`src/rtl/ram_ctrl_pkg.sv`:
```
// ram_ctrl_pkg
//   Shared definitions for the RAM sequencer/arbiter slice: default RAM
//   geometry, the controller state encoding and the fill-pattern offset.
package ram_ctrl_pkg;

  localparam int DEFAULT_AW          = 10;
  localparam int DEFAULT_DW          = 8;
  localparam int RAM_DEPTH           = 1024;
  localparam int INIT_PATTERN_OFFSET = 1;

  typedef enum logic [1:0] {
    INIT   = 2'd0,
    IDLE   = 2'd1,
    ACCESS = 2'd2
  } state_e;

endpackage

```
`src/rtl/rr_arb2.sv`:
```
// rr_arb2
//   Two-way round-robin arbiter. A lone request wins outright; when both
//   requesters ask, the one that was not granted last time wins.
// Ports
//   req        in  2  request bits, bit i = requester i
//   last_grant in  1  index of the requester granted most recently
//   en         in  1  grants are only issued while enabled
//   grant      out 2  one-hot grant, or zero when disabled / no request
module rr_arb2 (
  input  logic [1:0] req,
  input  logic       last_grant,
  input  logic       en,
  output logic [1:0] grant
);

  // Grant selection: a conflict goes to the port opposite the last winner,
  // otherwise the request vector is already one-hot (or zero).
  always_comb begin
    grant = 2'b00;
    if (en) begin
      if (req == 2'b11) begin
        grant = last_grant ? 2'b01 : 2'b10;
      end else begin
        grant = req;
      end
    end
  end

endmodule

```
`src/rtl/ram_arb_ctrl.sv`:
```
// ram_arb_ctrl
//   Sole driver of a single-port RAM. After reset an optional fill pass
//   writes (addr+1) to every word; afterwards two requesters share the RAM
//   through a round-robin arbiter, one access every two cycles.
// Ports
//   clk, rst_n            clock (rising edge), asynchronous active-low reset
//   req_valid/req_ready   per-requester handshake (ready is one-hot or zero)
//   req_we/addr/wdata     per-requester command, packed {port1, port0}
//   rsp_valid/rsp_data    one-cycle read response pulse, data held until next
//   init_done             fill pass finished (or skipped), held until reset
//   ram_addr/din/we/sel   registered RAM control pins
//   ram_dout              asynchronous RAM read data
module ram_arb_ctrl
  import ram_ctrl_pkg::*;
#(
  parameter int AW      = DEFAULT_AW,
  parameter int DW      = DEFAULT_DW,
  parameter int INIT_EN = 1
) (
  input  logic            clk,
  input  logic            rst_n,
  input  logic [1:0]      req_valid,
  output logic [1:0]      req_ready,
  input  logic [1:0]      req_we,
  input  logic [2*AW-1:0] req_addr,
  input  logic [2*DW-1:0] req_wdata,
  output logic [1:0]      rsp_valid,
  output logic [DW-1:0]   rsp_data,
  output logic            init_done,
  output logic [AW-1:0]   ram_addr,
  output logic [DW-1:0]   ram_din,
  output logic            ram_we,
  output logic            ram_sel,
  input  logic [DW-1:0]   ram_dout
);

  localparam state_e RESET_STATE = (INIT_EN != 0) ? INIT : IDLE;

  state_e state_q, state_d;

  // The fill counter is one bit wider than the address so that its MSB
  // marks the cycle in which the last fill write is on the pins.
  logic [AW:0]   cnt_q, cnt_d;
  logic [AW:0]   fill_val;
  logic [AW-1:0] ram_addr_q, ram_addr_d;
  logic [DW-1:0] ram_din_q, ram_din_d;
  logic          ram_we_q, ram_we_d;
  logic          ram_sel_q, ram_sel_d;
  logic          last_grant_q, last_grant_d;
  logic          acc_port_q, acc_port_d;
  logic [1:0]    rsp_valid_q, rsp_valid_d;
  logic [DW-1:0] rsp_data_q, rsp_data_d;
  logic          init_done_q, init_done_d;
  logic [1:0]    grant;
  logic          win;
  logic          arb_en;

  assign fill_val = cnt_q + (AW+1)'(INIT_PATTERN_OFFSET);
  assign win      = grant[1];

  // Gating with rst_n keeps req_ready low while reset is held, even in the
  // IDLE reset state of a build without the fill pass.
  assign arb_en = (state_q == IDLE) && rst_n;

  rr_arb2 u_arb (
    .req        (req_valid),
    .last_grant (last_grant_q),
    .en         (arb_en),
    .grant      (grant)
  );

  assign req_ready = grant;
  assign rsp_valid = rsp_valid_q;
  assign rsp_data  = rsp_data_q;
  assign init_done = init_done_q;
  assign ram_addr  = ram_addr_q;
  assign ram_din   = ram_din_q;
  assign ram_we    = ram_we_q;
  assign ram_sel   = ram_sel_q;

  // State register.
  always_ff @(posedge clk or negedge rst_n) begin
    if (!rst_n) begin
      state_q <= RESET_STATE;
    end else begin
      state_q <= state_d;
    end
  end

  // Next-state logic: INIT leaves once the final fill write has been
  // presented, IDLE moves to ACCESS on any accept, ACCESS always returns.
  always_comb begin
    state_d = state_q;
    unique case (state_q)
      INIT:    if (cnt_q[AW]) state_d = IDLE;
      IDLE:    if (grant != 2'b00) state_d = ACCESS;
      ACCESS:  state_d = IDLE;
      default: state_d = IDLE;
    endcase
  end

  // Output/datapath logic. RAM pins are computed one cycle ahead so they
  // appear registered; sel/we default low so every access lasts one cycle.
  always_comb begin
    cnt_d        = cnt_q;
    ram_addr_d   = ram_addr_q;
    ram_din_d    = ram_din_q;
    ram_we_d     = 1'b0;
    ram_sel_d    = 1'b0;
    last_grant_d = last_grant_q;
    acc_port_d   = acc_port_q;
    rsp_valid_d  = 2'b00;
    rsp_data_d   = rsp_data_q;
    init_done_d  = init_done_q;
    unique case (state_q)
      INIT: begin
        if (!cnt_q[AW]) begin
          ram_sel_d  = 1'b1;
          ram_we_d   = 1'b1;
          ram_addr_d = cnt_q[AW-1:0];
          ram_din_d  = fill_val[DW-1:0];
          cnt_d      = cnt_q + (AW+1)'(1);
        end else begin
          init_done_d = 1'b1;
        end
      end
      IDLE: begin
        init_done_d = 1'b1;
        if (grant != 2'b00) begin
          ram_sel_d    = 1'b1;
          ram_we_d     = req_we[win];
          ram_addr_d   = win ? req_addr[2*AW-1:AW]   : req_addr[AW-1:0];
          ram_din_d    = win ? req_wdata[2*DW-1:DW]  : req_wdata[DW-1:0];
          last_grant_d = win;
          acc_port_d   = win;
        end
      end
      ACCESS: begin
        // ram_dout is only trusted here, while a read is on the pins.
        if (ram_sel_q && !ram_we_q) begin
          rsp_data_d              = ram_dout;
          rsp_valid_d[acc_port_q] = 1'b1;
        end
      end
      default: ;
    endcase
  end

  // Datapath registers; reset drops any in-flight response and rewinds
  // the fill counter.
  always_ff @(posedge clk or negedge rst_n) begin
    if (!rst_n) begin
      cnt_q        <= '0;
      ram_addr_q   <= '0;
      ram_din_q    <= '0;
      ram_we_q     <= 1'b0;
      ram_sel_q    <= 1'b0;
      last_grant_q <= 1'b1;
      acc_port_q   <= 1'b0;
      rsp_valid_q  <= 2'b00;
      rsp_data_q   <= '0;
      init_done_q  <= 1'b0;
    end else begin
      cnt_q        <= cnt_d;
      ram_addr_q   <= ram_addr_d;
      ram_din_q    <= ram_din_d;
      ram_we_q     <= ram_we_d;
      ram_sel_q    <= ram_sel_d;
      last_grant_q <= last_grant_d;
      acc_port_q   <= acc_port_d;
      rsp_valid_q  <= rsp_valid_d;
      rsp_data_q   <= rsp_data_d;
      init_done_q  <= init_done_d;
    end
  end

endmodule

```
`config.mk`:
```
export PLATFORM = sky130hd
export DESIGN_NAME = ram_arb_ctrl
export DESIGN_NICKNAME = d
export VERILOG_FILES = /design/src/rtl/ram_ctrl_pkg.sv /design/src/rtl/rr_arb2.sv /design/src/rtl/ram_arb_ctrl.sv
export SDC_FILE = /design/constraint.sdc
export NUM_CORES = 1
export LEC_CHECK = 0
export ABC_CLOCK_PERIOD_IN_PS = 3500
export BUFFER_PORTS_ARGS = -buffer_cell sky130_fd_sc_hd__buf_4
export CORE_MARGIN = 8
export CORE_UTILIZATION = 40
export DETAILED_ROUTE_END_ITERATION = 8
export GPL_TIMING_DRIVEN = 0
export PLACE_DENSITY = 0.65
export SLEW_MARGIN = 15
export SYNTH_ARGS = -nofsm -noshare
export SYNTH_HDL_FRONTEND = slang
export SYNTH_SLANG_ARGS = --single-unit
```
`constraint.sdc`:
```
create_clock -name clk -period 3.5 [get_ports clk]
set_input_delay 0.7 -clock clk [delete_from_list [all_inputs] [get_ports clk]]
set_output_delay 0.7 -clock clk [all_outputs]
set_load 0.05 [all_outputs]
```
==> impl_metrics.toml <==
[timing]
fin_worst_skew_ns = 0.0108
slew_headroom_pct = 46.8
tightest_slew_ns = 0.792
setup_viol = 0
grt_setup_unrepaired = "no"
finalSetupTns_ns = 0
finalMaxSlewViolations = 0
period_share_pct = 84.3
fmax_ghz = 0.339
min_period_ns = 2.95
hold_violations = 0

[worst_setup_path]
cp_num_buf_inv = 5
crit_start = "rst_n"
cp_common_cell = "buf_4"
cp.depth = 7
r2r_setup_slack_ns = 1.65
cp-end-kind = "primary output"
crit_chain = "buf_4 -> nand3b_4 -> or2_1 -> buf_6 -> inv_8 -> buf_12 -> buf_4"
slowest_stage = "buf_4"
reg2regPathDepth = 7
path_delay_family = "buffers and inverters"
arrival_ns = 2.25
critPathMaxStageDelay_ns = 0.49
required_ns = 2.80
worstPathMaxFanout = 49
critPathLaunchType = "input port"
worstReg2RegEnd = "ram_addr[8]$_DFFE_PN0P_"
critPathKind = "in -> out"
reg2reg_from = "last_grant_q$_DFFE_PN1P_"

[finish]
fillCellCount = 578
drive_above_1_share_pct = 38.0
num_antenna_cells = 0
syn_to_final_growth_pct = 36.1
fin_nets = 366
seq_area_mm2 = 0.00115
multi_input_comb_area_mm2 = 0.00107

[cts]
clock-sinks = 46
cts_tree = "done"
clockRootBuffer = "clkbuf_8"
cts_setup_buffers = 0
postCtsHoldBufs = 0
clk_path_buf_depth = 2
htree_levels = 2
clkTransAtPathRegs_ns = 0.09
cts_inserted_buffers = 5
cts-resized-gates = 0
worstSkewPairLatency_ns = 0.30

[power_and_ir_drop]
p_comb_share_pct = 50.0
swShare_pct = 44.7
p_total_mw = 2.68
cellPowerDensity_mw_per_mm2 = 837
leakagePower_nw = 1.53
ir_drop_v = 0.000338
power.net_switching_mw = 1.20
internal_power_mw = 1.49
power_frac_clock_pct = 18.1
seqPwrFrac_pct = 31.9

[drt]
num_vias = 2011
finalWirelength_um = 6570
drcViolationCount = 0
avgViaCountPerCell = 5.14
drt-pass1-iter-count = 4
wl_per_cell_um = 16.8
ant_nets = 0
drtIter0Drc = 102

[job]
max-cap-violations = 0

[yosys]
synth_edf_count = 0
yosysWarnings = 0
syn_inst = 226
yosys_register_bits = 46
syn_area_mm2 = 0.00236
synth_seq_area_share_pct = 48.9
async_reset_ff_share_pct = 100
synth_ff_type = "dfrtp_1"
syn-num-nets = 277
synth_cell_types = 48
postSynthAreaPerCell_um2 = 10.4

[floorplan]
die_h_um = 92.8
die_x_um = 92.8
start_util_pct = 40.5
die_area_mm2 = 0.00861
io_pins = 83
num_rows = 28
core_area_mm2 = 0.00582

[placement]
gp_congestion = 0.763
place_hpwl_um = 5040
portBuffers = 82

[global_route]
grt_pass1_vias = 2005
grt_max_degree = 50
grt_usage_pct = 15.6
antenna_found_initial = 0
overflow = 0
grt_pass1_wl_um = 10700

[worst_hold_path]
min_path_type = "in -> async"

[run_status]
outcome = "finished clean"
routing by layer:
layer / track usage [%] / wire (µm) / vias up
met1: 20.4 / 2920 / 981
met2: 25.6 / 3280 / 42
met3: 2.43 / 302 / 5
li1: - / - / 983
met5: 0 / 0 / -
met4: 4.83 / 76 / 0
power groups by stage:
stage / clock network (mW) / registers (mW) / logic, mW
after global routing: 0.518 / 0.889 / 1.43
after floorplan: 0 / 1.33 / 0.457
final: 0.486 / 0.857 / 1.34
after detailed placement: 0 / 0.869 / 1.35
after CTS: 0.493 / 0.858 / 1.36
after global placement: 0 / 0.861 / 1.34
stage by stage:
| step | worst slack (ns) | instances | utilization [%] | hold slack (ns) | instance area (µm²) |
|---|---|---|---|---|---|
| after floorplan | 1.15 | 226 | - | 0.404 | 2360 |
| final | 0.551 | 391 | 55.2 | 0.409 | 3210 |
| after CTS | 0.497 | 391 | 55.2 | 0.437 | 3210 |
| after global routing | 0.390 | 391 | 55.2 | 0.459 | 3210 |
| after detailed placement | 0.496 | 383 | 52.7 | 0.463 | 3070 |
| after global placement | 0.500 | 383 | 52.7 | 0.457 | 3070 |
worst max path at each step:
stage | end | slack, ns
6_report | req_ready[1] | 0.55
2_1_floorplan | req_ready[0] | 1.15
3_3_place_gp | req_ready[1] | 0.50
4_1_cts | req_ready[1] | 0.50
3_5_place_dp | req_ready[1] | 0.50
5_1_grt | req_ready[1] | 0.39
registers in the layout, summed over array words and instances, names as in the netlist:
name          count
acc_port_q        1
rsp_data          8
ram_we            1
ram_din           8
init_done         1
cnt_q            11
ram_addr         10
ram_sel           1
rsp_valid         2
state_q           2
last_grant_q      1
cells by family (layout without fill, tap and decap cells):
| logic type | count (synthesis) | after routing | synth area share, % |
|---|---|---|---|
| and+or+nand+nor | 70 | 70 | 14.3 |
| AOI/OAI and AO/OA | 64 | 64 | 21.6 |
| adders and majority gates | 1 | 1 | 0.531 |
| buffers and inverters | 23 | 113 | 5.68 |
| xor gates and xnor gates | 13 | 13 | 4.83 |
| muxes | 9 | 9 | 4.25 |
| DFF | 46 | 46 | 48.9 |
cell type report:
class                   count  area share, %
plain buffers              18           3.35
inverters                   5          0.819
well taps                  75           2.92
flip-flops and latches     46           35.9
multi-input cells         157           33.4
clock buffers               6           2.57
clock inverters             2           1.87
repair buffers             82           19.2
cell usage after synthesis (all sizes together), types with 2 or more instances:
| cell | number | area (µm²) |
|---|---|---|
| a211oi | 14 | 120 |
| a21oi | 2 | 10.0 |
| a221oi | 2 | 17.5 |
| and2 | 2 | 12.5 |
| buf | 11 | 81.3 |
| clkbuf | 7 | 26.3 |
| dfrtp | 45 | 1130 |
| inv | 5 | 26.3 |
| mux2 | 8 | 90.1 |
| nand2 | 29 | 109 |
| nand3 | 5 | 25.0 |
| nor2 | 17 | 63.8 |
| nor2b | 2 | 12.5 |
| nor3 | 5 | 30.0 |
| o211a | 2 | 20.0 |
| o21a | 15 | 113 |
| o21ai | 8 | 40.0 |
| o31ai | 13 | 118 |
| or2 | 2 | 12.5 |
| xnor2 | 9 | 78.8 |
| xor2 | 4 | 35.0 |
cells in the final DEF (no fill, tap or decap), types with 8 or more instances in the layout:
cell type,instances
a211oi_1,11
buf_4,82
dfrtp_1,45
mux2_2,8
nand2_1,29
nor2_1,17
o21a_1,15
o21ai_0,8
o31ai_1,9
xnor2_1,9
Note: power is estimated with default switching activity, not from simulation.
